$ cat config.mk
export PLATFORM = sky130hd
export DESIGN_NAME = hilo_md_ctrl_flat
export DESIGN_NICKNAME = d
export VERILOG_FILES = /design/src/rtl/hilo_md_ctrl_if.sv /design/src/rtl/hilo_md_ctrl.sv /design/src/flat_wrapper.sv
export SDC_FILE = /design/constraint.sdc
export NUM_CORES = 2
export LEC_CHECK = 0
export CORE_MARGIN = 2
export CORE_UTILIZATION = 65
export CTS_CLUSTER_DIAMETER = 60
export DETAILED_ROUTE_END_ITERATION = 8
export PLACE_DENSITY = 0.95
export SETUP_SLACK_MARGIN = 0.5
export SKIP_CTS_REPAIR_TIMING = 1
export SLEW_MARGIN = 40
export SYNTH_ARGS = -nofsm -noshare
export SYNTH_HDL_FRONTEND = slang
export SYNTH_SLANG_ARGS = --single-unit
$ cat constraint.sdc
create_clock -name clk -period 9.75 [get_ports clk]
set_input_delay 2.925 -clock clk [delete_from_list [all_inputs] [get_ports clk]]
set_output_delay 2.925 -clock clk [all_outputs]
set_load 0.005 [all_outputs]
$ cat src/rtl/hilo_md_ctrl_if.sv
// Request/response bundle between the execute stage and the HI/LO multiply/divide sequencer.
// The pipeline side drives the master modport and the sequencer uses the slave modport.
interface hilo_md_ctrl_if #(
    parameter int unsigned WIDTH = 32
);
    logic                   start;
    logic [2:0]             op;
    logic [WIDTH-1:0]       a;
    logic [WIDTH-1:0]       b;
    logic [2*WIDTH-1:0]     hilo_i;
    logic                   flush;
    logic                   busy;
    logic                   result_valid;
    logic [2*WIDTH-1:0]     hilo_wd;
    logic                   div_zero;

    modport master (
        output start, op, a, b, hilo_i, flush,
        input  busy, result_valid, hilo_wd, div_zero
    );

    modport slave (
        input  start, op, a, b, hilo_i, flush,
        output busy, result_valid, hilo_wd, div_zero
    );
endinterface

$ cat src/rtl/hilo_md_ctrl.sv
// HI/LO multiply/divide sequencer: owns every {hi,lo} write from MULT/MULTU/DIV/DIVU/MTHI/MTLO.
// Division is a WIDTH-step radix-2 restoring loop that stalls the pipeline while it runs.
// Build option MDU_ITER_MULT_EN: multiplies reuse the divide counter and adder as a WIDTH-step
// shift-add loop; otherwise the product is formed in one cycle at accept.
module hilo_md_ctrl #(
    parameter int unsigned WIDTH = 32
) (
    input  logic          clk,
    input  logic          rst,
    hilo_md_ctrl_if.slave md_io
);
    localparam int unsigned     CntW    = (WIDTH > 1) ? $clog2(WIDTH) : 1;
    localparam logic [CntW-1:0] CntLast = CntW'(WIDTH - 1);

    typedef enum logic [1:0] {
        StIdle,
        StMul,
        StDiv,
        StDone
    } state_e;

    state_e               state_q, state_d;
    logic [CntW-1:0]      cnt_q, cnt_d;
    // rem: partial remainder / product high half; quo: quotient / multiplier and product low half
    logic [WIDTH-1:0]     rem_q, rem_d;
    logic [WIDTH-1:0]     quo_q, quo_d;
    // dvs: divisor magnitude, or multiplicand magnitude in the iterative multiply
    logic [WIDTH-1:0]     dvs_q, dvs_d;
    logic [WIDTH-1:0]     a_q, a_d;
    logic                 qneg_q, qneg_d;
    logic                 rneg_q, rneg_d;
    logic [2*WIDTH-1:0]   hilo_wd_q, hilo_wd_d;
    logic                 div_zero_q, div_zero_d;

    // Request decode
    logic                 op_mul, op_div, op_mt, op_signed, accept;
    logic [WIDTH-1:0]     a_mag, b_mag;
    logic [2*WIDTH-1:0]   mt_merge;

    assign op_mul    = (md_io.op[2:1] == 2'b10);
    assign op_div    = (md_io.op[2:1] == 2'b11);
    assign op_mt     = (md_io.op[2:1] == 2'b01);
    assign op_signed = ~md_io.op[0];
    assign accept    = md_io.start & (state_q == StIdle) & ~md_io.flush &
                       (op_mul | op_div | op_mt);
    assign a_mag     = (op_signed & md_io.a[WIDTH-1]) ? -md_io.a : md_io.a;
    assign b_mag     = (op_signed & md_io.b[WIDTH-1]) ? -md_io.b : md_io.b;
    // op[0] clear selects MTHI (replace hi), set selects MTLO (replace lo)
    assign mt_merge  = md_io.op[0] ? {md_io.hilo_i[2*WIDTH-1:WIDTH], md_io.a}
                                   : {md_io.a, md_io.hilo_i[WIDTH-1:0]};

    // Shared adder: subtract for a divide step, add for a multiply step
    logic [WIDTH:0]       add_lhs, add_rhs;
    logic                 add_cin;
    logic [WIDTH+1:0]     add_sum;

    // Adder operand select
    always_comb begin
        add_lhs = {rem_q, quo_q[WIDTH-1]};
        add_rhs = ~{1'b0, dvs_q};
        add_cin = 1'b1;
`ifdef MDU_ITER_MULT_EN
        if (state_q == StMul) begin
            add_lhs = {1'b0, rem_q};
            add_rhs = {1'b0, dvs_q};
            add_cin = 1'b0;
        end
`endif
        add_sum = {1'b0, add_lhs} + {1'b0, add_rhs} + {{(WIDTH+1){1'b0}}, add_cin};
    end

    // Restoring divide step: carry out means the shifted remainder covered the divisor
    logic                 no_borrow;
    logic [WIDTH-1:0]     div_rem_nx, div_quo_nx, div_lo, div_hi;

    assign no_borrow  = add_sum[WIDTH+1];
    assign div_rem_nx = no_borrow ? add_sum[WIDTH-1:0] : add_lhs[WIDTH-1:0];
    assign div_quo_nx = {quo_q[WIDTH-2:0], no_borrow};
    assign div_lo     = qneg_q ? -div_quo_nx : div_quo_nx;
    assign div_hi     = rneg_q ? -div_rem_nx : div_rem_nx;

`ifdef MDU_ITER_MULT_EN
    // Shift-add step: conditionally add multiplicand, then shift {hi,lo} right by one
    logic [WIDTH:0]       mul_hi;
    logic [WIDTH-1:0]     mul_rem_nx, mul_quo_nx;
    logic [2*WIDTH-1:0]   mul_mag, mul_fix;

    assign mul_hi     = quo_q[0] ? add_sum[WIDTH:0] : {1'b0, rem_q};
    assign mul_rem_nx = mul_hi[WIDTH:1];
    assign mul_quo_nx = {mul_hi[0], quo_q[WIDTH-1:1]};
    assign mul_mag    = {mul_rem_nx, mul_quo_nx};
    assign mul_fix    = qneg_q ? -mul_mag : mul_mag;
`else
    // Sign-extend to full width so one unsigned multiply serves both MULT and MULTU
    logic [2*WIDTH-1:0]   a_ext, b_ext, mul_prod;
    logic                 unused_add;

    assign a_ext      = {{WIDTH{op_signed & md_io.a[WIDTH-1]}}, md_io.a};
    assign b_ext      = {{WIDTH{op_signed & md_io.b[WIDTH-1]}}, md_io.b};
    assign mul_prod   = a_ext * b_ext;
    assign unused_add = add_sum[WIDTH];
`endif

    // Next-state and datapath update; flush cancels everything in flight
    always_comb begin
        state_d    = state_q;
        cnt_d      = cnt_q;
        rem_d      = rem_q;
        quo_d      = quo_q;
        dvs_d      = dvs_q;
        a_d        = a_q;
        qneg_d     = qneg_q;
        rneg_d     = rneg_q;
        hilo_wd_d  = hilo_wd_q;
        div_zero_d = div_zero_q;

        if (md_io.flush) begin
            state_d = StIdle;
            cnt_d   = '0;
        end else begin
            unique case (state_q)
                StIdle: begin
                    if (accept) begin
                        cnt_d = '0;
                        a_d   = md_io.a;
                        if (op_div) begin
                            rem_d   = '0;
                            quo_d   = a_mag;
                            dvs_d   = b_mag;
                            qneg_d  = op_signed & (md_io.a[WIDTH-1] ^ md_io.b[WIDTH-1]);
                            rneg_d  = op_signed & md_io.a[WIDTH-1];
                            state_d = StDiv;
                        end else if (op_mul) begin
`ifdef MDU_ITER_MULT_EN
                            rem_d   = '0;
                            quo_d   = b_mag;
                            dvs_d   = a_mag;
                            qneg_d  = op_signed & (md_io.a[WIDTH-1] ^ md_io.b[WIDTH-1]);
                            rneg_d  = 1'b0;
                            state_d = StMul;
`else
                            // Product completes at the accept edge, so MUL is passed through
                            hilo_wd_d  = mul_prod;
                            div_zero_d = 1'b0;
                            state_d    = StDone;
`endif
                        end else begin
                            hilo_wd_d  = mt_merge;
                            div_zero_d = 1'b0;
                            state_d    = StDone;
                        end
                    end
                end
                StMul: begin
`ifdef MDU_ITER_MULT_EN
                    rem_d = mul_rem_nx;
                    quo_d = mul_quo_nx;
                    cnt_d = cnt_q + CntW'(1);
                    if (cnt_q == CntLast) begin
                        hilo_wd_d  = mul_fix;
                        div_zero_d = 1'b0;
                        cnt_d      = '0;
                        state_d    = StDone;
                    end
`else
                    state_d = StIdle;
`endif
                end
                StDiv: begin
                    rem_d = div_rem_nx;
                    quo_d = div_quo_nx;
                    cnt_d = cnt_q + CntW'(1);
                    if (cnt_q == CntLast) begin
                        // Zero divisor still runs the full loop but reports {a, all-ones}
                        if (dvs_q == '0) begin
                            hilo_wd_d  = {a_q, {WIDTH{1'b1}}};
                            div_zero_d = 1'b1;
                        end else begin
                            hilo_wd_d  = {div_hi, div_lo};
                            div_zero_d = 1'b0;
                        end
                        cnt_d   = '0;
                        state_d = StDone;
                    end
                end
                StDone: begin
                    state_d = StIdle;
                end
                default: begin
                    state_d = StIdle;
                end
            endcase
        end
    end

    // State and iteration counter
    always_ff @(posedge clk or posedge rst) begin
        if (rst) begin
            state_q <= StIdle;
            cnt_q   <= '0;
        end else begin
            state_q <= state_d;
            cnt_q   <= cnt_d;
        end
    end

    // Operand, loop and result registers
    always_ff @(posedge clk or posedge rst) begin
        if (rst) begin
            rem_q      <= '0;
            quo_q      <= '0;
            dvs_q      <= '0;
            a_q        <= '0;
            qneg_q     <= 1'b0;
            rneg_q     <= 1'b0;
            hilo_wd_q  <= '0;
            div_zero_q <= 1'b0;
        end else begin
            rem_q      <= rem_d;
            quo_q      <= quo_d;
            dvs_q      <= dvs_d;
            a_q        <= a_d;
            qneg_q     <= qneg_d;
            rneg_q     <= rneg_d;
            hilo_wd_q  <= hilo_wd_d;
            div_zero_q <= div_zero_d;
        end
    end

    // Combinational stall so the requesting instruction holds in its own cycle
    always_comb begin
        md_io.busy = (state_q == StDiv) || (state_q == StMul);
        if (md_io.start && (state_q == StIdle)) begin
`ifdef MDU_ITER_MULT_EN
            md_io.busy = md_io.busy || op_div || op_mul;
`else
            md_io.busy = md_io.busy || op_div;
`endif
        end
    end

    assign md_io.result_valid = (state_q == StDone) & ~md_io.flush;
    assign md_io.hilo_wd      = hilo_wd_q;
    assign md_io.div_zero     = div_zero_q;

endmodule

$ cat src/flat_wrapper.sv
// flat-port wrapper written by rule: the top's interface ports become plain ports
module hilo_md_ctrl_flat 
#(
    parameter int unsigned WIDTH = 32
)
  (clk, rst, md_io_start, md_io_op, md_io_a, md_io_b, md_io_hilo_i, md_io_flush, md_io_busy, md_io_result_valid, md_io_hilo_wd, md_io_div_zero);
  hilo_md_ctrl_if #(.WIDTH(WIDTH)) md_io_i ();
  input  logic clk;
  input  logic rst;
  input wire logic [$bits(md_io_i.start)-1:0] md_io_start;
  input wire logic [$bits(md_io_i.op)-1:0] md_io_op;
  input wire logic [$bits(md_io_i.a)-1:0] md_io_a;
  input wire logic [$bits(md_io_i.b)-1:0] md_io_b;
  input wire logic [$bits(md_io_i.hilo_i)-1:0] md_io_hilo_i;
  input wire logic [$bits(md_io_i.flush)-1:0] md_io_flush;
  output wire logic [$bits(md_io_i.busy)-1:0] md_io_busy;
  output wire logic [$bits(md_io_i.result_valid)-1:0] md_io_result_valid;
  output wire logic [$bits(md_io_i.hilo_wd)-1:0] md_io_hilo_wd;
  output wire logic [$bits(md_io_i.div_zero)-1:0] md_io_div_zero;
  assign md_io_i.start = md_io_start;
  assign md_io_i.op = md_io_op;
  assign md_io_i.a = md_io_a;
  assign md_io_i.b = md_io_b;
  assign md_io_i.hilo_i = md_io_hilo_i;
  assign md_io_i.flush = md_io_flush;
  assign md_io_busy = md_io_i.busy;
  assign md_io_result_valid = md_io_i.result_valid;
  assign md_io_hilo_wd = md_io_i.hilo_wd;
  assign md_io_div_zero = md_io_i.div_zero;
  hilo_md_ctrl #(.WIDTH(WIDTH)) u_core (.clk(clk), .rst(rst), .md_io(md_io_i));
endmodule
==> results of run 1 <==
-- cells by family after synthesis --
kind of cell	after synthesis
muxes	75
and+or+nand+nor	1875
xor gates and xnor gates	206
adders and majority gates	1380
AOI/OAI and AO/OA	813
buffers and inverters	1582
DFF	202
-- stage by stage --
stage                     hold WS [ns]  instances
after global placement           0.456       7604
after detailed placement         0.462       7605
after CTS                        0.487       7643
after floorplan                  0.440       6133
-- metal layers --
layer,overflow,track usage
met1,0,0.633
met2,1,0.796
met3,0,0.588
met4,1,0.633
met5,0,0.434
==> impl_results.md, run 1 <==
- CTS Buf Count: 21
- Root Buffer: clkbuf_16
- Die width: approximately 290 µm
- Status: stopped before the end
- Max Root-Sink Buffers: 3
- Sequential-to-total area share from yosys stat: 0.0955
- Count leader, synth: inv_1
- Tot GR Track Use: 0.665
- Post-Synth Simple-Gate Area: 0.161
- Die height: around 290 µm
- Global-route wire length before repair: between 300000 and 400000 µm
- Synth area leader: fa_1
- Yosys top cell area share: 0.426
- Area after DPL: slightly above 0.06 mm²
- Final HPWL DP: roughly 170000 µm
- Ys async rst share: 1.00
- Post-synth top cells: 1191 x inv_1, 1126 x fa_1, 1058 x nand2_1, 349 x and2_1, 311 x clkbuf_1
- Synth Area in Adders: 0.486
- Yosys cell types: between 80 and 90
- Congestion Overflow GR: 2
- Tool Error: [ERROR GRT-0116] Global routing finished with congestion. Check the congestion regions in the DRC Viewer.
- Cells after synthesis: about 6.1k
- H-tree depth: 1
- Area contributors post-synth: fa_1 43%, dfrtp_1 9.6%, inv_1 8.4%
- Cell Area, Synth: between 0.05 and 0.06 mm²
- Post-synthesis compound-gate area fraction: 0.0965
- Post-Syn Area per Cell: around 8.6 µm²
- Post-Synth XOR/XNOR Area: 0.0341
- Mux cell area share after synthesis: 0.0143
- Port buffer count: between 200 and 250
- Routability cong.: about 1.1
- # IOs: between 200 and 250
- FP Rows: 104
- Initial cell density of the core: 0.657
- Number of flops mapped to enable cells by yosys: 0
- Stage where the flow stopped: global routing
- Setup WS pre-CTS: -1.86 ns
- Sink Count: 202
- Pin count of the biggest net entering global routing: around 150
- Ys flop type: dfrtp_1
- Syn_nets: 7648
- Main combinational cell family by area after synthesis: adder cells
- Synth Register Bits: roughly 200
- Synth warn: 0
- Vias in the first global route: around 64k
==> run 2: changes to the inputs <==
--- a/config.mk
+++ b/config.mk
@@ -6,11 +6,9 @@
 export NUM_CORES = 2
 export LEC_CHECK = 0
 export CORE_MARGIN = 2
-export CORE_UTILIZATION = 65
-export CTS_CLUSTER_DIAMETER = 60
+export CORE_UTILIZATION = 40
 export DETAILED_ROUTE_END_ITERATION = 8
-export PLACE_DENSITY = 0.95
-export SETUP_SLACK_MARGIN = 0.5
+export PLACE_DENSITY_LB_ADDON = 0.15
 export SKIP_CTS_REPAIR_TIMING = 1
 export SLEW_MARGIN = 40
 export SYNTH_ARGS = -nofsm -noshare
==> run 2 against run 1 <==
The flow now finishes, with violations (setup timing). Area after synthesis did not move. Synthesized cell count stayed put.
==> impl_results.md, run 2 <==
- Post-Syn Area per Cell: 8.63 µm² (unchanged)
- Worst slew pin tran: about 0.94 ns
- Largest register FFs: between 60 and 70
- Root Buffer: clkbuf_16 (unchanged)
- Rel. slew slack: 0.370
- Failing checks: setup timing
- Core Box Area: roughly 0.13 mm²
- Synth warn: 0 (unchanged)
- Iteration-0 DRC count of the detailed router: 3883
- Average routed wire per standard cell: roughly 24 µm
- Drt pass-1 iters: 7
- Clk_lat worst skew: ~0.55 ns
- Synthesis-to-layout area growth: 22.3%
- DR DRC count: 0
- Tot GR Track Use: 0.283
- RSZ-0062 raised after global routing: true
- CP Class: primary input to flop
- CP max stage cell: fa_2
- Final Max Slew Viols: 0
- CTS Buf Count: 24 (was 21)
- Worst r2r path cells: 20
- Final core occ: 0.492
- Syn_nets: 7648 (unchanged)
- Fmax achieved: 100 MHz
- Commonest non-fill, non-tap cell in the layout: inv_1
- Final nets: slightly above 8k
- WP data required: approximately 10 ns
- Period utilization: 1.02
- Final WS setup: -0.220 ns
- CTS clk-pin slew, worst paths: approximately 0.060 ns
- Global-route wire length before repair: around 290000 µm
- Die height: 368 µm (was 289 µm)
- Sink Count: 202 (unchanged)
- Final Cell Area: approximately 0.065 mm²
- Reg2reg setup slack: between 3 and 4 ns
- Routability cong.: 0.927 (was 1.08)
- H-tree depth: 1 (unchanged)
- Status: finished, violations left (was stopped before the end)
- Post-synth top cells: 1191 x inv_1, 1126 x fa_1, 1058 x nand2_1, 349 x and2_1, 311 x clkbuf_1 (unchanged)
- Endpoint class of the critical path: flop
- Layout cells sized above 1: 0.167
- Initial antenna violation count: 10
- Area after DPL: 0.0614 mm² (was 0.0605 mm²)
- Tmin final: 9.97 ns
- Hold Crit Depth: 2
- Maxcap violations: 0
- Yosys cell types: 88 (unchanged)
- Sequential-to-total area share from yosys stat: 0.0955 (unchanged)
- Setup WS pre-CTS: -1.42 ns (was -1.86 ns)
- Port buffer count: 201 (unchanged)
- Pin count of the biggest net entering global routing: 129
- Routed via count: between 40k and 50k
- Final HPWL DP: 158000 µm (was 171000 µm)
- Reg2reg start: u_core.dvs_q[10]
- Antenna Nets Post-Route: 0
- Crit-path max FO: 7
- Delay of the slowest critical-path stage: 0.64 ns
- Endpoint, Worst Hold: u_core.a_q[22]
- Ys flop type: dfrtp_1 (unchanged)
- DR vias/cell: 5.31
- CTS tree: done
- Hold crit path type: flop to flop
- Crit path arrival time: roughly 10 ns
- Critical Path Source: md_io_a[31]
- Initial cell density of the core: 0.403 (was 0.657)
- Area contributors post-synth: fa_1 43%, dfrtp_1 9.6%, inv_1 8.4% (unchanged)
- Die area: ~0.14 mm²
- Vias in the first global route: 46.3k
- Congestion Overflow GR: 0
- Max Root-Sink Buffers: 3 (unchanged)
- Number of flops mapped to enable cells by yosys: 0 (unchanged)
- Cells after synthesis: 6133 (unchanged)
- FP Rows: 133 (was 104)
- Die width: 368 µm (was 289 µm)
- Final hold violations: 0
- # setup viols final: 23
- WL final: between 200000 and 250000 µm
- Commonest cells after routing, fill and taps aside: 1150 x inv_1, 1091 x fa_1, 1045 x nand2_1
- # IOs: 202 (unchanged)
- Synth Register Bits: 202 (unchanged)
- Count leader, synth: inv_1 (unchanged)
- Worst Setup Start Kind: primary input
- Synth area leader: fa_1 (unchanged)
- Cell Area, Synth: 0.0529 mm² (unchanged)
- Reg2reg end: u_core.md_io.hilo_wd[56]
- Yosys top cell area share: 0.426 (unchanged)
- CP most frequent cell: fa_1
- Worst Skew: about 0.017 ns
- Ys async rst share: 1.00 (unchanged)
- Hold Startpoint: u_core.a_q[22]
==> run 2: cell counts after synthesis <==
Identical to the previous run, type by type.
==> run 2: cell type report <==
class	instances	area (µm²)
fill	12700	66700
multi-input combinational	4349	43400
timing repair buffer	915	8780
sequential	202	5050
inverter	1197	4520
tap	1755	2200
clock buffer	39	758
clock inverter	4	48.8
antenna	1	2.50
==> run 2: worst max path at each step <==
| stage | to | depth (start not counted) |
|---|---|---|
| floorplan | u_core.md_io.hilo_wd[62] | 31 |
| global placement | u_core.md_io.hilo_wd[49] | 31 |
| detailed placement | u_core.md_io.hilo_wd[63] | 31 |
| CTS | u_core.md_io.hilo_wd[63] | 31 |
| global route | u_core.md_io.hilo_wd[62] | 31 |
| finish | u_core.md_io.hilo_wd[62] | 31 |
==> run 2: through the flow <==
step,hold WS [ns],TNS [ns],cells
2_1_floorplan,0.440,-10.54,6133
3_3_place_gp,0.458,-47.58,8341
3_5_place_dp,0.462,-48.89,8341
4_1_cts,0.477,-24.35,8384
5_1_grt,0.495,-8.76,8462
6_report,0.481,-2.84,8462
==> run 2: per-layer routing <==
metal | vias to the layer above | global-route usage | part of all wire
li1 | 19792 | - | -
met1 | 23167 | 0.411 | 0.43
met2 | 1749 | 0.446 | 0.45
met3 | 233 | 0.0402 | 0.083
met4 | 2 | 0.0669 | 0.033
met5 | - | 0 | 0.000040
==> run 2: critical path: cells and delay by family <==
kind                     cells  cell delay [ns]
buffers and inverters        9             1.02
AO/OA/AOI/OAI               10             1.50
AND/OR/NAND/NOR              3             0.39
adder cells (fa/ha/maj)      9             4.55
==> run 2: logic make-up after synthesis <==
| logic type | after synthesis | share of synthesized area |
|---|---|---|
| fa+ha+maj | 1380 | 0.486 |
| xor+xnor | 206 | 0.0341 |
| simple gates | 1875 | 0.161 |
| mux | 75 | 0.0143 |
| flops | 202 | 0.0955 |
| compound gates | 813 | 0.0965 |
| buf+inv | 1582 | 0.113 |
Power of run 2 is left out: the tool's default activity adds up to more than one toggle a clock period on the data nets, which glitch-free logic cannot reach.
